**src/rtl/nn_pkg.sv**
```systemverilog
// nn_pkg: shared definitions for the neuron phase controller.
//   - default word width (Q8.8)
//   - phase codes driven to the neuron as {fp,bp}
//   - controller state enum
//   - cnt_w(): width of the run-length down-counter
package nn_pkg;

  localparam int BITS_DEF = 16;

  localparam logic [1:0] PH_FSETUP = 2'b00;
  localparam logic [1:0] PH_FWD    = 2'b10;
  localparam logic [1:0] PH_BSETUP = 2'b11;
  localparam logic [1:0] PH_BWD    = 2'b01;

  typedef enum logic [2:0] {
    S_IDLE,
    S_FSETUP,
    S_FRUN,
    S_BSETUP,
    S_BRUN,
    S_FIN
  } nn_ctrl_state_t;

  // The counter is loaded with run length - 1, so $clog2 of the longer run
  // is enough. A floor of 1 bit keeps degenerate run lengths legal.
  function automatic int cnt_w(input int a, input int b);
    int m;
    m = (a > b) ? a : b;
    return (m < 2) ? 1 : $clog2(m);
  endfunction

endpackage

```
**src/rtl/neuron_phase_ctrl_if.sv**
```systemverilog
// neuron_phase_ctrl_if: bundle between the layer scheduler, the phase
// controller and one neuron instance.
//   scheduler side : start, train, dz_up, w_up -> ; <- busy, done, y_q, w_q
//   neuron side    : fp, bp, dz_in, w_in ->     ; <- y_nrn, w_nrn
//   abort          : only when NEURON_CTRL_ABORT_EN is defined
// Modports: slave = the controller, master = whatever drives it.
interface neuron_phase_ctrl_if #(
  parameter int N    = 6,
  parameter int BITS = nn_pkg::BITS_DEF
) ();

  logic                  start;
  logic                  train;
  logic [BITS-1:0]       dz_up;
  logic [BITS-1:0]       w_up;
  logic                  fp;
  logic                  bp;
  logic [BITS-1:0]       dz_in;
  logic [BITS-1:0]       w_in;
  logic [BITS-1:0]       y_nrn;
  logic [(N+1)*BITS-1:0] w_nrn;
  logic [BITS-1:0]       y_q;
  logic [(N+1)*BITS-1:0] w_q;
  logic                  busy;
  logic                  done;
`ifdef NEURON_CTRL_ABORT_EN
  logic                  abort;
`endif

  modport slave (
`ifdef NEURON_CTRL_ABORT_EN
    input  abort,
`endif
    input  start, train, dz_up, w_up, y_nrn, w_nrn,
    output fp, bp, dz_in, w_in, y_q, w_q, busy, done
  );

  modport master (
`ifdef NEURON_CTRL_ABORT_EN
    output abort,
`endif
    output start, train, dz_up, w_up, y_nrn, w_nrn,
    input  fp, bp, dz_in, w_in, y_q, w_q, busy, done
  );

endinterface

```
**src/rtl/nn_cycle_counter.sv**
```systemverilog
// nn_cycle_counter: loadable down-counter with zero flag.
//   clk, rst_n : clock, async active-low reset (count -> 0)
//   load       : load load_val (wins over dec)
//   dec        : decrement; saturates at 0
//   cnt, zero  : current count, count == 0
module nn_cycle_counter #(
  parameter int W = 4
) (
  input  logic         clk,
  input  logic         rst_n,
  input  logic         load,
  input  logic [W-1:0] load_val,
  input  logic         dec,
  output logic [W-1:0] cnt,
  output logic         zero
);

  always_ff @(posedge clk or negedge rst_n) begin
    if (!rst_n)            cnt <= '0;
    else if (load)         cnt <= load_val;
    else if (dec && !zero) cnt <= cnt - 1'b1;
  end

  assign zero = (cnt == '0);

endmodule

```
**src/rtl/neuron_phase_ctrl.sv**
```systemverilog
// neuron_phase_ctrl: sequences one neuron through forward (and optionally
// backward) passes with the {fp,bp} phase code.
//   clk, rst_n : clock, async active-low reset
//   bus        : neuron_phase_ctrl_if.slave (scheduler + neuron signals)
// Optional feature macro: NEURON_CTRL_ABORT_EN adds bus.abort, which forces
// FIN from any active state and skips captures not yet reached.
// Phase code, busy and done decode straight from the state register; data
// outputs are flops, so every output is glitch-free registered state.
module neuron_phase_ctrl
  import nn_pkg::*;
#(
  parameter int N       = 6,
  parameter int BITS    = BITS_DEF,
  parameter int FWD_RUN = N/2 + 4,
  parameter int BWD_RUN = N + 4
) (
  input  logic               clk,
  input  logic               rst_n,
  neuron_phase_ctrl_if.slave bus
);

  localparam int CW = cnt_w(FWD_RUN, BWD_RUN);
  localparam int WW = (N+1)*BITS;
  localparam logic [CW-1:0] FWD_LD = CW'(FWD_RUN - 1);
  localparam logic [CW-1:0] BWD_LD = CW'(BWD_RUN - 1);

  nn_ctrl_state_t  state, nxt;
  logic            cnt_load, cnt_dec, cnt_zero;
  logic [CW-1:0]   cnt_val, cnt;
  logic            cap_y, cap_w, accept, abort_hit;
  logic            train_r;
  logic [BITS-1:0] dz_r, w_r, y_r;
  logic [WW-1:0]   wq_r;
  logic [1:0]      ph;

`ifdef NEURON_CTRL_ABORT_EN
  assign abort_hit = bus.abort && (state != S_IDLE) && (state != S_FIN);
`else
  assign abort_hit = 1'b0;
`endif

  assign accept  = (state == S_IDLE) && bus.start;
  assign cnt_dec = (state == S_FRUN) || (state == S_BRUN);

  nn_cycle_counter #(.W(CW)) u_cnt (
    .clk      (clk),
    .rst_n    (rst_n),
    .load     (cnt_load),
    .load_val (cnt_val),
    .dec      (cnt_dec),
    .cnt      (cnt),
    .zero     (cnt_zero)
  );

  always_ff @(posedge clk or negedge rst_n) begin
    if (!rst_n) state <= S_IDLE;
    else        state <= nxt;
  end

  always_comb begin
    nxt      = state;
    cnt_load = 1'b0;
    cnt_val  = FWD_LD;
    cap_y    = 1'b0;
    cap_w    = 1'b0;
    case (state)
      S_IDLE:   if (bus.start) nxt = S_FSETUP;
      S_FSETUP: begin
        nxt      = S_FRUN;
        cnt_load = 1'b1;
        cnt_val  = FWD_LD;
      end
      S_FRUN:   if (cnt_zero) begin
        cap_y = 1'b1;
        nxt   = train_r ? S_BSETUP : S_FIN;
      end
      S_BSETUP: begin
        nxt      = S_BRUN;
        cnt_load = 1'b1;
        cnt_val  = BWD_LD;
      end
      S_BRUN:   if (cnt_zero) begin
        cap_w = 1'b1;
        nxt   = S_FIN;
      end
      S_FIN:    nxt = S_IDLE;
      default:  nxt = S_IDLE;
    endcase
    // Abort beats any capture due on the same edge.
    if (abort_hit) begin
      nxt      = S_FIN;
      cnt_load = 1'b0;
      cap_y    = 1'b0;
      cap_w    = 1'b0;
    end
  end

  always_ff @(posedge clk or negedge rst_n) begin
    if (!rst_n) begin
      train_r <= 1'b0;
      dz_r    <= '0;
      w_r     <= '0;
      y_r     <= '0;
      wq_r    <= '0;
    end else begin
      if (accept) begin
        train_r <= bus.train;
        dz_r    <= bus.dz_up;
        w_r     <= bus.w_up;
      end
      if (cap_y) y_r  <= bus.y_nrn;
      if (cap_w) wq_r <= bus.w_nrn;
    end
  end

  always_comb begin
    ph = PH_FSETUP;
    case (state)
      S_FRUN:   ph = PH_FWD;
      S_BSETUP: ph = PH_BSETUP;
      S_BRUN:   ph = PH_BWD;
      default:  ph = PH_FSETUP;
    endcase
  end

  assign bus.fp    = ph[1];
  assign bus.bp    = ph[0];
  assign bus.busy  = (state == S_FSETUP) || (state == S_FRUN) ||
                     (state == S_BSETUP) || (state == S_BRUN);
  assign bus.done  = (state == S_FIN);
  assign bus.dz_in = dz_r;
  assign bus.w_in  = w_r;
  assign bus.y_q   = y_r;
  assign bus.w_q   = wq_r;

endmodule

```
**src/flat_wrapper.sv**
```systemverilog
// flat-port wrapper written by rule: the top's interface ports become plain ports
module neuron_phase_ctrl_flat import nn_pkg::*;
#(
  parameter int N       = 6,
  parameter int BITS    = BITS_DEF,
  parameter int FWD_RUN = N/2 + 4,
  parameter int BWD_RUN = N + 4
)
  (clk, rst_n, bus_start, bus_train, bus_dz_up, bus_w_up, bus_y_nrn, bus_w_nrn, bus_fp, bus_bp, bus_dz_in, bus_w_in, bus_y_q, bus_w_q, bus_busy, bus_done);
  neuron_phase_ctrl_if #(.N(N), .BITS(BITS)) bus_i ();
  input  logic clk;
  input  logic rst_n;
  input wire logic [$bits(bus_i.start)-1:0] bus_start;
  input wire logic [$bits(bus_i.train)-1:0] bus_train;
  input wire logic [$bits(bus_i.dz_up)-1:0] bus_dz_up;
  input wire logic [$bits(bus_i.w_up)-1:0] bus_w_up;
  input wire logic [$bits(bus_i.y_nrn)-1:0] bus_y_nrn;
  input wire logic [$bits(bus_i.w_nrn)-1:0] bus_w_nrn;
  output wire logic [$bits(bus_i.fp)-1:0] bus_fp;
  output wire logic [$bits(bus_i.bp)-1:0] bus_bp;
  output wire logic [$bits(bus_i.dz_in)-1:0] bus_dz_in;
  output wire logic [$bits(bus_i.w_in)-1:0] bus_w_in;
  output wire logic [$bits(bus_i.y_q)-1:0] bus_y_q;
  output wire logic [$bits(bus_i.w_q)-1:0] bus_w_q;
  output wire logic [$bits(bus_i.busy)-1:0] bus_busy;
  output wire logic [$bits(bus_i.done)-1:0] bus_done;
  assign bus_i.start = bus_start;
  assign bus_i.train = bus_train;
  assign bus_i.dz_up = bus_dz_up;
  assign bus_i.w_up = bus_w_up;
  assign bus_i.y_nrn = bus_y_nrn;
  assign bus_i.w_nrn = bus_w_nrn;
  assign bus_fp = bus_i.fp;
  assign bus_bp = bus_i.bp;
  assign bus_dz_in = bus_i.dz_in;
  assign bus_w_in = bus_i.w_in;
  assign bus_y_q = bus_i.y_q;
  assign bus_w_q = bus_i.w_q;
  assign bus_busy = bus_i.busy;
  assign bus_done = bus_i.done;
  neuron_phase_ctrl #(.N(N), .BITS(BITS), .FWD_RUN(FWD_RUN), .BWD_RUN(BWD_RUN)) u_core (.clk(clk), .rst_n(rst_n), .bus(bus_i));
endmodule
```
**config.mk**
```make
export PLATFORM = sky130hd
export DESIGN_NAME = neuron_phase_ctrl_flat
export DESIGN_NICKNAME = d
export VERILOG_FILES = /design/src/rtl/nn_pkg.sv /design/src/rtl/neuron_phase_ctrl_if.sv /design/src/rtl/nn_cycle_counter.sv /design/src/rtl/neuron_phase_ctrl.sv /design/src/flat_wrapper.sv
export SDC_FILE = /design/constraint.sdc
export NUM_CORES = 1
export LEC_CHECK = 0
export ABC_AREA = 1
export CORE_MARGIN = 2
export CORE_UTILIZATION = 41
export CTS_CLUSTER_SIZE = 16
export DETAILED_ROUTE_END_ITERATION = 8
export GPL_ROUTABILITY_DRIVEN = 0
export PLACE_DENSITY = 0.85
export SYNTH_ARGS = -nofsm -noshare
export SYNTH_HDL_FRONTEND = slang
export SYNTH_SLANG_ARGS = --single-unit
```
**constraint.sdc**
```tcl
create_clock -name clk -period 1.85 [get_ports clk]
set_input_delay 0.37 -clock clk [delete_from_list [all_inputs] [get_ports clk]]
set_output_delay 0.37 -clock clk [all_outputs]
set_load 0.005 [all_outputs]
```
==> results of run 1 <==
==> layout make-up <==
| class | count | area, um2 | share of cell area (%) |
|---|---|---|---|
| Clock buffer | 20 | 457 | 4.06 |
| Clock inverter | 12 | 114 | 1.01 |
| Inverter | 157 | 596 | 5.30 |
| Multi-Input combinational cell | 393 | 1960 | 17.4 |
| Sequential cell | 168 | 4210 | 37.4 |
| Tap cell | 220 | 275 | 2.45 |
| Timing Repair Buffer | 357 | 3630 | 32.3 |
==> synthesized netlist by cell type <==
cell type,n
sky130_fd_sc_hd__nor2_4,1
sky130_fd_sc_hd__nand3b_1,1
sky130_fd_sc_hd__inv_2,2
sky130_fd_sc_hd__nand2_2,2
sky130_fd_sc_hd__nand2_1,205
sky130_fd_sc_hd__nand3_4,1
sky130_fd_sc_hd__dfrtp_1,168
sky130_fd_sc_hd__nor2_2,1
sky130_fd_sc_hd__nor2_1,4
sky130_fd_sc_hd__clkbuf_1,10
sky130_fd_sc_hd__buf_2,6
sky130_fd_sc_hd__o21ai_1,62
sky130_fd_sc_hd__nor3_1,1
sky130_fd_sc_hd__clkinv_1,1
sky130_fd_sc_hd__nand3_1,27
sky130_fd_sc_hd__inv_4,1
sky130_fd_sc_hd__inv_1,153
sky130_fd_sc_hd__buf_6,18
sky130_fd_sc_hd__o21ai_2,50
sky130_fd_sc_hd__ha_1,1
sky130_fd_sc_hd__o21ai_0,37
==> power breakdown <==
group          switching, mW  leakage, nW  internal [mW]  total (mW)
combinational           3.16         3.45           4.54        7.70
sequential              1.03         1.92           5.49        6.53
clock                   1.51        0.270           1.94        3.46
==> layer usage <==
metal | part of all wire (%) | wire length, um | GRT usage [%] | vias to the layer above
li1 | - | - | - | 2970
met4 | 3.5 | 695 | 9.77 | 0
met3 | 9.2 | 1840 | 7.96 | 49
met2 | 49 | 9760 | 35.3 | 268
met1 | 39 | 7730 | 23.9 | 2776
met5 | 0 | 0 | 0 | -
==> how the worst max path moves through the flow <==
stage	start	end	slack, ns	depth (start not counted)
after global placement	u_core.state[0]	bus_busy	0.14	5
after CTS	u_core.state[1]	bus_busy	-0.01	5
after detailed placement	u_core.state[0]	bus_busy	0.08	5
after floorplan	u_core.u_cnt.cnt[0]	u_core.bus.w_q[0]	0.30	11
final	u_core.u_cnt.cnt[0]	u_core.bus.w_q[70]	0.07	11
after global routing	u_core.u_cnt.cnt[0]	u_core.bus.w_q[98]	-0.03	11
==> registers in the layout (all words and copies together) (netlist names) <==
signal and flops:
u_core.u_cnt.cnt 4, u_core.state 3, u_core.bus.y_q 16, u_core.train_r 1
u_core.bus.dz_in 16, u_core.bus.w_in 16, u_core.bus.w_q 112
==> per-stage QoR <==
stage | setup TNS, ns | util [%] | hold WS (ns) | power, mW
CTS | -0.0120 | 66.8 | 0.432 | 17.7
detailed placement | 0 | 62.9 | 0.312 | 14.1
floorplan | 0 | - | 0.0744 | 9.24
finish | 0 | 67.5 | 0.425 | 17.7
global route | -0.475 | 67.5 | 0.451 | 18.8
global placement | 0 | 62.9 | 0.307 | 13.8
==> cell families after synthesis <==
logic type / count (synthesis) / share of synthesized area [%]
adder cells (fa/ha/maj): 1 / 0.179
AO/OA/AOI/OAI: 149 / 13.4
AND/OR/NAND/NOR: 243 / 14.0
flip-flops: 168 / 60.1
buffers and inverters: 191 / 12.3
==> what timing repair did <==
item | in CTS | in global routing
cloned | 0 | 2
gates resized for setup | 18 | 6
hold buffers | 1 | 0
setup endpoints to repair | 4 | 101
endpoints found under the hold margin | 30 | 0
buffers inserted | 5 | 4
pin swaps | 0 | 1
==> flow_metrics.py, run 1 <==
metrics = {
    "outcome": {
        "outcome": "finished clean",
    },
    "setup_path": {
        "critical_path.max_fanout": 47,
        "critPathSlowestCell": "sky130_fd_sc_hd__dfrtp_1",
        "worst_path_most_repeated_cell": "sky130_fd_sc_hd__inv_1",
        "ordered_list_of_cells_on_the_worst_path": "inv_1, ha_1, inv_1, nor2_2, nand2_2, inv_4, nand3_4, buf_12, buf_16, nand2_1, o21ai_2",
        "critical_path.startpoint_type": "flip-flop",
        "longest_individual_stage_delay_on_the_worst_path_ns": 0.38,
        "cp_num_buf_inv": 5,
        "reg2reg_depth": 11,
        "rr_endpoint": "u_core.bus.w_q[70]",
        "worstSetupPathType": "reg -> reg",
        "worst-endpoint-arrival_ns": 2.09,
        "timing.critical_path.required_ns": 2.16,
        "worst_path_dominant_cell_family": "buffers and inverters",
        "crit-reg2reg-launch": "u_core.u_cnt.cnt[0]",
        "worst_setup_path_end_kind": "flip-flop",
        "worst-r2r-setup-slack_ns": 0.07,
    },
    "floorplan": {
        "die_height_um": 135,
        "initial_core_util_pct": 42.0,
        "fp.dieArea_um2": 18100,
        "die_width_um": 135,
        "rows": 47,
        "number_of_ports_placed_on_the_die_boundary": 328,
        "core_area_um2": 16600,
    },
    "placed_design": {
        "port-buffer-count": 327,
        "dpl.hpwl_um": 14000,
        "detailed_place.area_um2": 10500,
        "numPlacedInstances": 1283,
        "dp_worst_setup_slack_ns": 0.0772,
    },
    "layout": {
        "drive_gt1_share_pct": 11.7,
        "layout_common_cells": "322 x sky130_fd_sc_hd__clkdlybuf4s50_1, 204 x sky130_fd_sc_hd__nand2_1, 166 x sky130_fd_sc_hd__dfrtp_1",
        "post-route-cell-area_um2": 11200,
        "areaGrowthSynthToFinish_pct": 60.7,
        "filler_cell_count": 1252,
        "antennaDiodeCount": 0,
        "final_common_cell": "sky130_fd_sc_hd__clkdlybuf4s50_1",
        "num-nets-final": 1259,
        "instances_no_fill": 1327,
    },
    "clock_tree": {
        "clock_path_buffers": 2,
        "cts.clk_slew.worst_paths_ns": 0.07,
        "tritoncts": "yes",
        "inserted_clock_buffers": 17,
        "cts_sinks": 168,
        "cts.htree.levels": 4,
        "insertion_delay_ns": 0.43,
        "clk_root_buffer_cell": "sky130_fd_sc_hd__clkbuf_16",
    },
    "drt": {
        "number_of_vias_in_the_routed_layout": 6063,
        "drtPass1Iterations": 6,
        "wirelength_um": 20000,
        "post-route-drc-count": 0,
        "initialDrtViolationCount": 314,
        "drt.antenna.violating_nets": 0,
        "viasPerCell": 4.57,
        "avgRoutedWirePerCell_um": 15.1,
    },
    "synth": {
        "synthesis.area_um2": 6990,
        "syn-num-nets": 917,
        "synth_top_cell_area_share_pct": 60.1,
        "syn_area_per_cell_um2": 9.30,
        "seq_area_frac_synth_pct": 60.1,
        "synth_area_leaders": "sky130_fd_sc_hd__dfrtp_1 60%, sky130_fd_sc_hd__nand2_1 11%, sky130_fd_sc_hd__inv_1 8.2%, sky130_fd_sc_hd__o21ai_2 6.3%, sky130_fd_sc_hd__o21ai_1 4.4%",
        "synth_cell_type_count": 21,
        "post-synth-top-area-cell": "sky130_fd_sc_hd__dfrtp_1",
        "yosys_warnings": 0,
        "syn_inst": 752,
        "ys_ff_latch": 168,
    },
    "sta": {
        "finalCritPeriodShare_pct": 96.0,
        "max_slew_margin_pct": 73.2,
        "layout_min_cycle_time_ns": 1.78,
        "max_freq_mhz": 563,
        "drv_slew": 0,
        "count_of_final_setup_violators": 0,
        "worst_clock_skew_ns": 0.0107,
        "number_of_endpoints_with_negative_hold_slack_in_the_final_report": 0,
        "postLayoutSetupSlackWorst_ns": 0.0747,
        "worst_slew_pin_slew_ns": 0.403,
    },
    "global_route": {
        "grt_antenna_before_repair": 0,
        "grt_first_pass_wirelength_um": 29900,
        "grt_overflow_total": 0,
        "grt_pass1_vias": 5960,
        "grt_util_all_layers_pct": 21.1,
        "grt_max_degree": 95,
    },
    "hold_path": {
        "hold_path.class": "in -> async",
    },
    "power_and_ir_drop": {
        "pwr_density_cell_nw_per_um2": 1570,
        "leakagePower_nw": 5.65,
        "max-vdd-ir-drop_mv": 0.779,
    },
    "job": {
        "maxCapViolCount": 0,
    },
}
(Power assumes the default switching activity.)
==> run 2: changes to the inputs <==
--- a/config.mk
+++ b/config.mk
@@ -5,13 +5,15 @@
 export SDC_FILE = /design/constraint.sdc
 export NUM_CORES = 1
 export LEC_CHECK = 0
-export ABC_AREA = 1
+export ABC_AREA = 0
+export CORE_ASPECT_RATIO = 2
 export CORE_MARGIN = 2
 export CORE_UTILIZATION = 41
 export CTS_CLUSTER_SIZE = 16
 export DETAILED_ROUTE_END_ITERATION = 8
 export GPL_ROUTABILITY_DRIVEN = 0
 export PLACE_DENSITY = 0.85
+export SKIP_LAST_GASP = 1
 export SYNTH_ARGS = -nofsm -noshare
 export SYNTH_HDL_FRONTEND = slang
 export SYNTH_SLANG_ARGS = --single-unit
==> run 2 against run 1 <==
Against the previous run:
- clock skew up 0.0012 ns
- count of clock-buffer cells in the layout rose by 3
- fmax decreased by 4.0%
- critical path depth is 4 lower
- first-iteration DRC count down 70%
- utilization increased by 1.5 points
- sequential share of layout area fell by 0.75 points
- flip-flop and latch count is the same
- combinational power grew 12%
==> flow_metrics.py, run 2 <==
metrics = {
    "drt": {
        "initialDrtViolationCount": 94,
        "viasPerCell": 4.94,
        "avgRoutedWirePerCell_um": 19.3,
        "drt.antenna.violating_nets": 0,
        "drtPass1Iterations": 4,
        "wirelength_um": 19100,
        "post-route-drc-count": 0,
        "number_of_vias_in_the_routed_layout": 4913,
    },
    "clock_tree": {
        "inserted_clock_buffers": 17,
        "cts.htree.levels": 4,
        "clock_path_buffers": 2,
        "tritoncts": "yes",
        "clk_root_buffer_cell": "sky130_fd_sc_hd__clkbuf_16",
        "cts_sinks": 168,
        "cts.clk_slew.worst_paths_ns": 0.07,
        "insertion_delay_ns": 0.42,
    },
    "synth": {
        "yosys_warnings": 0,
        "post-synth-top-area-cell": "sky130_fd_sc_hd__dfrtp_1",
        "synth_cell_type_count": 40,
        "syn_inst": 409,
        "ys_ff_latch": 168,
        "synth_area_leaders": "sky130_fd_sc_hd__dfrtp_1 61%, sky130_fd_sc_hd__mux2_4 17%, sky130_fd_sc_hd__mux2_2 11%, sky130_fd_sc_hd__mux2_1 1.8%, sky130_fd_sc_hd__buf_6 1.5%",
        "syn_area_per_cell_um2": 16.8,
        "ys_async_sr_fraction_pct": 100,
        "netlist_top_cells_count": "168 x sky130_fd_sc_hd__dfrtp_1, 80 x sky130_fd_sc_hd__mux2_4, 69 x sky130_fd_sc_hd__mux2_2",
        "syn-num-nets": 574,
        "synth_top_flop_cell": "sky130_fd_sc_hd__dfrtp_1",
        "synth_top_cell_area_share_pct": 61.2,
        "seq_area_frac_synth_pct": 61.2,
        "number_of_enable_type_register_cells_in_the_synthesized_netlist": 0,
        "synthesis.area_um2": 6870,
        "yosysMostFrequentCell": "sky130_fd_sc_hd__dfrtp_1",
    },
    "floorplan": {
        "die_width_um": 95.5,
        "fp.dieArea_um2": 17900,
        "rows": 67,
        "core_area_um2": 16600,
        "initial_core_util_pct": 41.4,
        "number_of_ports_placed_on_the_die_boundary": 328,
        "die_height_um": 187,
    },
    "setup_path": {
        "critical_path.startpoint_type": "flip-flop",
        "critPathLaunch": "u_core.u_cnt.cnt[0]",
        "worst-r2r-setup-slack_ns": 0.001,
        "cp_num_buf_inv": 3,
        "longest_individual_stage_delay_on_the_worst_path_ns": 0.40,
        "worst_path_dominant_cell_family": "buffers and inverters",
        "reg2reg_depth": 7,
        "crit-reg2reg-launch": "u_core.u_cnt.cnt[0]",
        "critical_path_depth_in_cells": 7,
        "critPathSlowestCell": "sky130_fd_sc_hd__dfrtp_1",
        "rr_endpoint": "u_core.bus.w_q[38]",
        "critical_path.max_fanout": 17,
        "worstSetupPathType": "reg -> reg",
        "worst_setup_path_end_kind": "flip-flop",
        "worst-endpoint-arrival_ns": 2.15,
        "ordered_list_of_cells_on_the_worst_path": "inv_2, ha_4, nor4b_4, nand3_4, buf_12, clkbuf_16, mux2_4",
        "timing.critical_path.required_ns": 2.15,
    },
    "power_and_ir_drop": {
        "max-vdd-ir-drop_mv": 0.858,
        "power.share.switching_pct": 27.4,
        "combPwrFrac_pct": 45.4,
        "share_of_power_burned_in_registers_pct": 35.4,
        "intPower_mw": 13.8,
        "leakagePower_nw": 5.11,
        "pwr_density_cell_nw_per_um2": 1650,
        "power_frac_clock_pct": 19.2,
        "switching_power_mw": 5.19,
    },
    "layout": {
        "areaGrowthSynthToFinish_pct": 66.7,
        "final_common_cell": "sky130_fd_sc_hd__clkdlybuf4s50_1",
        "post-route-cell-area_um2": 11500,
        "antennaDiodeCount": 0,
        "layout_common_cells": "322 x sky130_fd_sc_hd__clkdlybuf4s50_1, 168 x sky130_fd_sc_hd__dfrtp_1, 80 x sky130_fd_sc_hd__mux2_4",
        "drive_gt1_share_pct": 30.4,
        "filler_cell_count": 1091,
        "num-nets-final": 939,
        "largest_register_ffs": 112,
    },
    "hold_path": {
        "hold_path.class": "in -> async",
    },
    "global_route": {
        "grt_first_pass_wirelength_um": 27500,
        "grt_antenna_before_repair": 0,
        "grt_overflow_total": 0,
        "grt_util_all_layers_pct": 20.1,
        "grt_pass1_vias": 5223,
        "grt_max_degree": 52,
    },
    "sta": {
        "max_slew_margin_pct": 72.6,
        "count_of_final_setup_violators": 0,
        "hold_slack_ns": 0.376,
        "rsz_0062_raised_after_global_routing": "true",
        "number_of_endpoints_with_negative_hold_slack_in_the_final_report": 0,
        "finalCritPeriodShare_pct": 99.9,
        "max_freq_mhz": 541,
        "drv_slew": 0,
        "worst_clock_skew_ns": 0.0119,
        "layout_min_cycle_time_ns": 1.85,
        "worst_slew_pin_slew_ns": 0.401,
    },
    "job": {
        "maxCapViolCount": 0,
    },
    "placed_design": {
        "detailed_place.area_um2": 10500,
        "dpl.hpwl_um": 13200,
        "port-buffer-count": 327,
    },
    "outcome": {
        "outcome": "finished clean",
    },
}
run 2: changes by cell type after synthesis, sizes merged, moves of 5 or more:
cell    previous run  this run
nand2            207         8
mux2               0       160
inv              156         6
o21ai            149         4
nand3             28         3
clkbuf            10         2
buf               24        19
run 2: cells by family (layout without fill, tap and decap cells):
kind of cell / Yosys count / after routing / share of synthesized area (%)
adder cells (fa/ha/maj): 1 / 1 / 0.182
XOR/XNOR: 1 / 1 / 0.127
AO/OA/AOI/OAI: 21 / 21 / 2.15
buffers and inverters: 27 / 405 / 2.62
flip-flops: 168 / 168 / 61.2
multiplexers: 160 / 160 / 30.6
AND/OR/NAND/NOR: 31 / 31 / 3.15
run 2: layout make-up:
class	count	area [um2]	share of cell area, %
flip-flops and latches	168	4200	36.7
repair buffers	367	3800	33.2
multi-input cells	214	2560	22.3
clock buffers	23	498	4.35
well taps	207	259	2.26
clock inverters	9	115	1.00
inverters	6	22.5	0.197
run 2: stage by stage:
| stage | util [%] | total power, mW | instances | setup slack (ns) | setup TNS (ns) |
|---|---|---|---|---|---|
| after floorplan | - | 9.80 | 409 | 0.00905 | 0 |
| after global placement | 63.4 | 14.7 | 946 | -0.00272 | -0.00272 |
| after detailed placement | 63.4 | 15.0 | 946 | -0.0628 | -1.31 |
| after CTS | 67.7 | 18.9 | 986 | -0.0210 | -0.162 |
| after global routing | 69.0 | 20.0 | 994 | -0.0863 | -5.30 |
| final | 69.0 | 19.0 | 994 | 0.00150 | 0 |
run 2: worst max-delay path by stage:
| stage | end | slack (ns) |
|---|---|---|
| floorplan | u_core.bus.w_q[0] | 0.009 |
| global placement | bus_bp | -0.003 |
| detailed placement | u_core.bus.y_q[14] | -0.06 |
| CTS | u_core.bus.w_q[110] | -0.02 |
| global route | u_core.bus.w_q[38] | -0.09 |
| finish | u_core.bus.w_q[38] | 0.001 |
run 2: repair_timing:
| action | CTS | global route |
|---|---|---|
| pin swaps | 3 | 3 |
| gates resized for setup | 29 | 11 |
| hold buffers | 1 | 0 |
| endpoints found under the setup margin | 64 | 134 |
| gates cloned | 0 | 6 |
| setup buffers | 7 | 3 |
| endpoints found under the hold margin | 21 | 0 |
run 2: power by group through the flow:
stage               registers (mW)  clock network [mW]  logic [mW]
floorplan                     6.72                   0        3.08
global placement              6.63                   0        8.07
detailed placement            6.67                   0        8.31
CTS                           6.70                3.71        8.51
global route                  6.93                3.90        9.19
finish                        6.71                3.63        8.62
run 2: per-layer routing:
metal	wire [um]	global-route usage (%)	up-vias
met4	238	5.88	0
met5	0	0	-
met2	9430	32.8	316
met3	2310	9.07	20
li1	-	-	2191
met1	7160	23.6	2386
run 2: worst reg2reg max path, cell delays in order (launching register included):
cell                        delay [ns]
sky130_fd_sc_hd__dfrtp_1          0.40
sky130_fd_sc_hd__inv_2            0.09
sky130_fd_sc_hd__ha_4             0.16
sky130_fd_sc_hd__nor4b_4          0.27
sky130_fd_sc_hd__nand3_4          0.12
sky130_fd_sc_hd__buf_12           0.18
sky130_fd_sc_hd__clkbuf_16        0.21
sky130_fd_sc_hd__mux2_4           0.31
==> run 3: changes to the inputs <==
--- a/config.mk
+++ b/config.mk
@@ -6,9 +6,11 @@
 export NUM_CORES = 1
 export LEC_CHECK = 0
 export ABC_AREA = 0
+export CELL_PAD_IN_SITES_DETAIL_PLACEMENT = 1
+export CELL_PAD_IN_SITES_GLOBAL_PLACEMENT = 1
 export CORE_ASPECT_RATIO = 2
 export CORE_MARGIN = 2
-export CORE_UTILIZATION = 41
+export CORE_UTILIZATION = 32
 export CTS_CLUSTER_SIZE = 16
 export DETAILED_ROUTE_END_ITERATION = 8
 export GPL_ROUTABILITY_DRIVEN = 0
==> run 3 against run 2 <==
Against the previous run:
- the run now ends with setup timing left
- hold slack better by 0.086 ns
- sequential share of layout area is 1.4 points lower
- fmax is 3.3% lower
- largest cell class unchanged
- via count is 3.5% higher
==> flow_metrics.py, run 3 (synthesis gave the netlist of run 2 again) <==
metrics = {
    "drt": {
        "drt.antenna.violating_nets": 0,
        "post-route-drc-count": 0,
        "avgRoutedWirePerCell_um": 23.5,
        "drtPass1Iterations": 4,
        "initialDrtViolationCount": 102,
        "number_of_vias_in_the_routed_layout": 5083,
        "viasPerCell": 4.70,
        "wirelength_um": 25400,
    },
    "layout": {
        "final_common_cell": "sky130_fd_sc_hd__clkdlybuf4s50_1",
        "final_core_util_pct": 56.7,
        "largest_register_ffs": 112,
        "num-nets-final": 967,
        "areaGrowthSynthToFinish_pct": 73.5,
        "layout_common_cells": "322 x sky130_fd_sc_hd__clkdlybuf4s50_1, 168 x sky130_fd_sc_hd__dfrtp_1, 96 x sky130_fd_sc_hd__mux2_4",
        "post-route-cell-area_um2": 11900,
        "filler_cell_count": 2040,
        "drive_gt1_share_pct": 33.4,
    },
    "placed_design": {
        "dpl.hpwl_um": 16400,
        "port-buffer-count": 327,
        "detailed_place.area_um2": 10600,
    },
    "setup_path": {
        "ordered_list_of_cells_on_the_worst_path": "buf_6, buf_6, buf_6, nor4b_4, buf_6, clkbuf_16, buf_8, mux2_4",
        "critical_path.max_fanout": 7,
        "critPathLaunch": "u_core.state[1]",
        "worst_path_most_repeated_cell": "sky130_fd_sc_hd__buf_6",
        "worstSetupPathType": "reg -> reg",
        "critical_path.startpoint_type": "flip-flop",
        "worst_setup_path_end_kind": "flip-flop",
        "crit-reg2reg-launch": "u_core.state[1]",
        "critPathSlowestCell": "sky130_fd_sc_hd__dfrtp_1",
        "timing.critical_path.required_ns": 2.16,
        "worst-endpoint-arrival_ns": 2.22,
        "worst_path_dominant_cell_family": "buffers and inverters",
        "longest_individual_stage_delay_on_the_worst_path_ns": 0.40,
        "cp_num_buf_inv": 6,
    },
    "job": {
        "maxCapViolCount": 0,
    },
    "clock_tree": {
        "inserted_clock_buffers": 17,
        "clk_root_buffer_cell": "sky130_fd_sc_hd__clkbuf_16",
        "cts.clk_slew.worst_paths_ns": 0.07,
        "cts.htree.levels": 4,
        "insertion_delay_ns": 0.43,
        "clock_path_buffers": 2,
        "cts_sinks": 168,
        "tritoncts": "yes",
    },
    "global_route": {
        "grt_first_pass_wirelength_um": 33100,
        "grt_overflow_total": 0,
        "grt_max_degree": 62,
        "grt_pass1_vias": 5739,
        "grt_util_all_layers_pct": 19.7,
        "grt_antenna_before_repair": 1,
    },
    "power_and_ir_drop": {
        "leakagePower_nw": 5.36,
        "max-vdd-ir-drop_mv": 0.922,
        "pwr_density_cell_nw_per_um2": 1660,
        "total_power_mw": 19.8,
    },
    "sta": {
        "layout_min_cycle_time_ns": 1.91,
        "postLayoutSetupSlackWorst_ns": -0.0625,
        "max_slew_margin_pct": 65.4,
        "worst_clock_skew_ns": 0.00860,
        "max_freq_mhz": 523,
        "worst_slew_pin_slew_ns": 0.519,
        "count_of_final_setup_violators": 25,
        "rsz_0062_raised_after_global_routing": "true",
        "finalCritPeriodShare_pct": 103,
        "number_of_endpoints_with_negative_hold_slack_in_the_final_report": 0,
        "drv_slew": 0,
    },
    "outcome": {
        "violated_checks": "setup timing",
        "outcome": "complete, but fails checks",
    },
    "floorplan": {
        "die_height_um": 211,
        "rows": 75,
        "core_area_um2": 21000,
        "fp.dieArea_um2": 22700,
        "number_of_ports_placed_on_the_die_boundary": 328,
        "die_width_um": 108,
        "initial_core_util_pct": 32.7,
    },
    "hold_path": {
        "hold_path.class": "in -> async",
    },
}
run 3: cell count changes in the layout (fill, tap and decap cells not counted), moves of 5 or more:
cell and delta:
sky130_fd_sc_hd__mux2_4 +16, sky130_fd_sc_hd__buf_4 +13, sky130_fd_sc_hd__mux2_2 -10, sky130_fd_sc_hd__mux2_1 -6, sky130_fd_sc_hd__buf_12 +5, sky130_fd_sc_hd__clkbuf_16 +5
run 3: final cells by class:
type | instances | area (um2) | area share [%]
sequential | 168 | 4200 | 35.3
timing repair buffer | 395 | 4200 | 35.2
multi-input combinational | 214 | 2610 | 21.9
antenna | 2 | 5.00 | 0.0420
clock inverter | 9 | 105 | 0.882
tap | 269 | 337 | 2.82
clock buffer | 19 | 443 | 3.72
inverter | 6 | 25.0 | 0.210
run 3: layer usage:
| layer | vias to the layer above | GRT usage [%] | wire (um) |
|---|---|---|---|
| met5 | - | 0 | 0 |
| met2 | 228 | 36.9 | 14900 |
| li1 | 2231 | - | - |
| met4 | 0 | 9.15 | 830 |
| met3 | 43 | 5.95 | 1380 |
| met1 | 2581 | 19.1 | 8310 |
run 3: timing repair:
item	CTS	global route
cloned	0	16
setup buffers	9	13
endpoints found under the hold margin	36	0
pin swaps	0	7
hold buffers	1	0
resized for setup	21	59
setup endpoints to repair	9	147
run 3: power by group:
| part | switching, mW | total, mW | internal, mW |
|---|---|---|---|
| combinational | 3.07 | 9.56 | 6.49 |
| clock | 1.47 | 3.45 | 1.99 |
| sequential | 1.17 | 6.75 | 5.58 |
run 3: final timing paths:
check | slack, ns | to | cells after the start
setup / recovery | -0.06 | u_core.bus.w_in[11] | 8
hold reg to reg | 0.50 | u_core.bus.dz_in[12] | 1
max in group asynchronous | 0.80 | u_core.bus.w_q[13] | 3
min in group clk | 0.50 | u_core.bus.dz_in[12] | 1
setup reg to reg | -0.06 | u_core.bus.w_in[11] | 8
hold / removal | 0.46 | u_core.bus.w_q[10] | 2
run 3: through the flow:
step / hold WS (ns) / TNS [ns] / instances / setup WS (ns)
floorplan: 0.0744 / 0 / 409 / 0.00905
global placement: 0.353 / -0.155 / 1014 / -0.0208
detailed placement: 0.357 / -0.472 / 1014 / -0.0454
CTS: 0.450 / -7.87 / 1052 / -0.189
global route: 0.473 / -5.05 / 1081 / -0.100
finish: 0.462 / -0.619 / 1082 / -0.0625
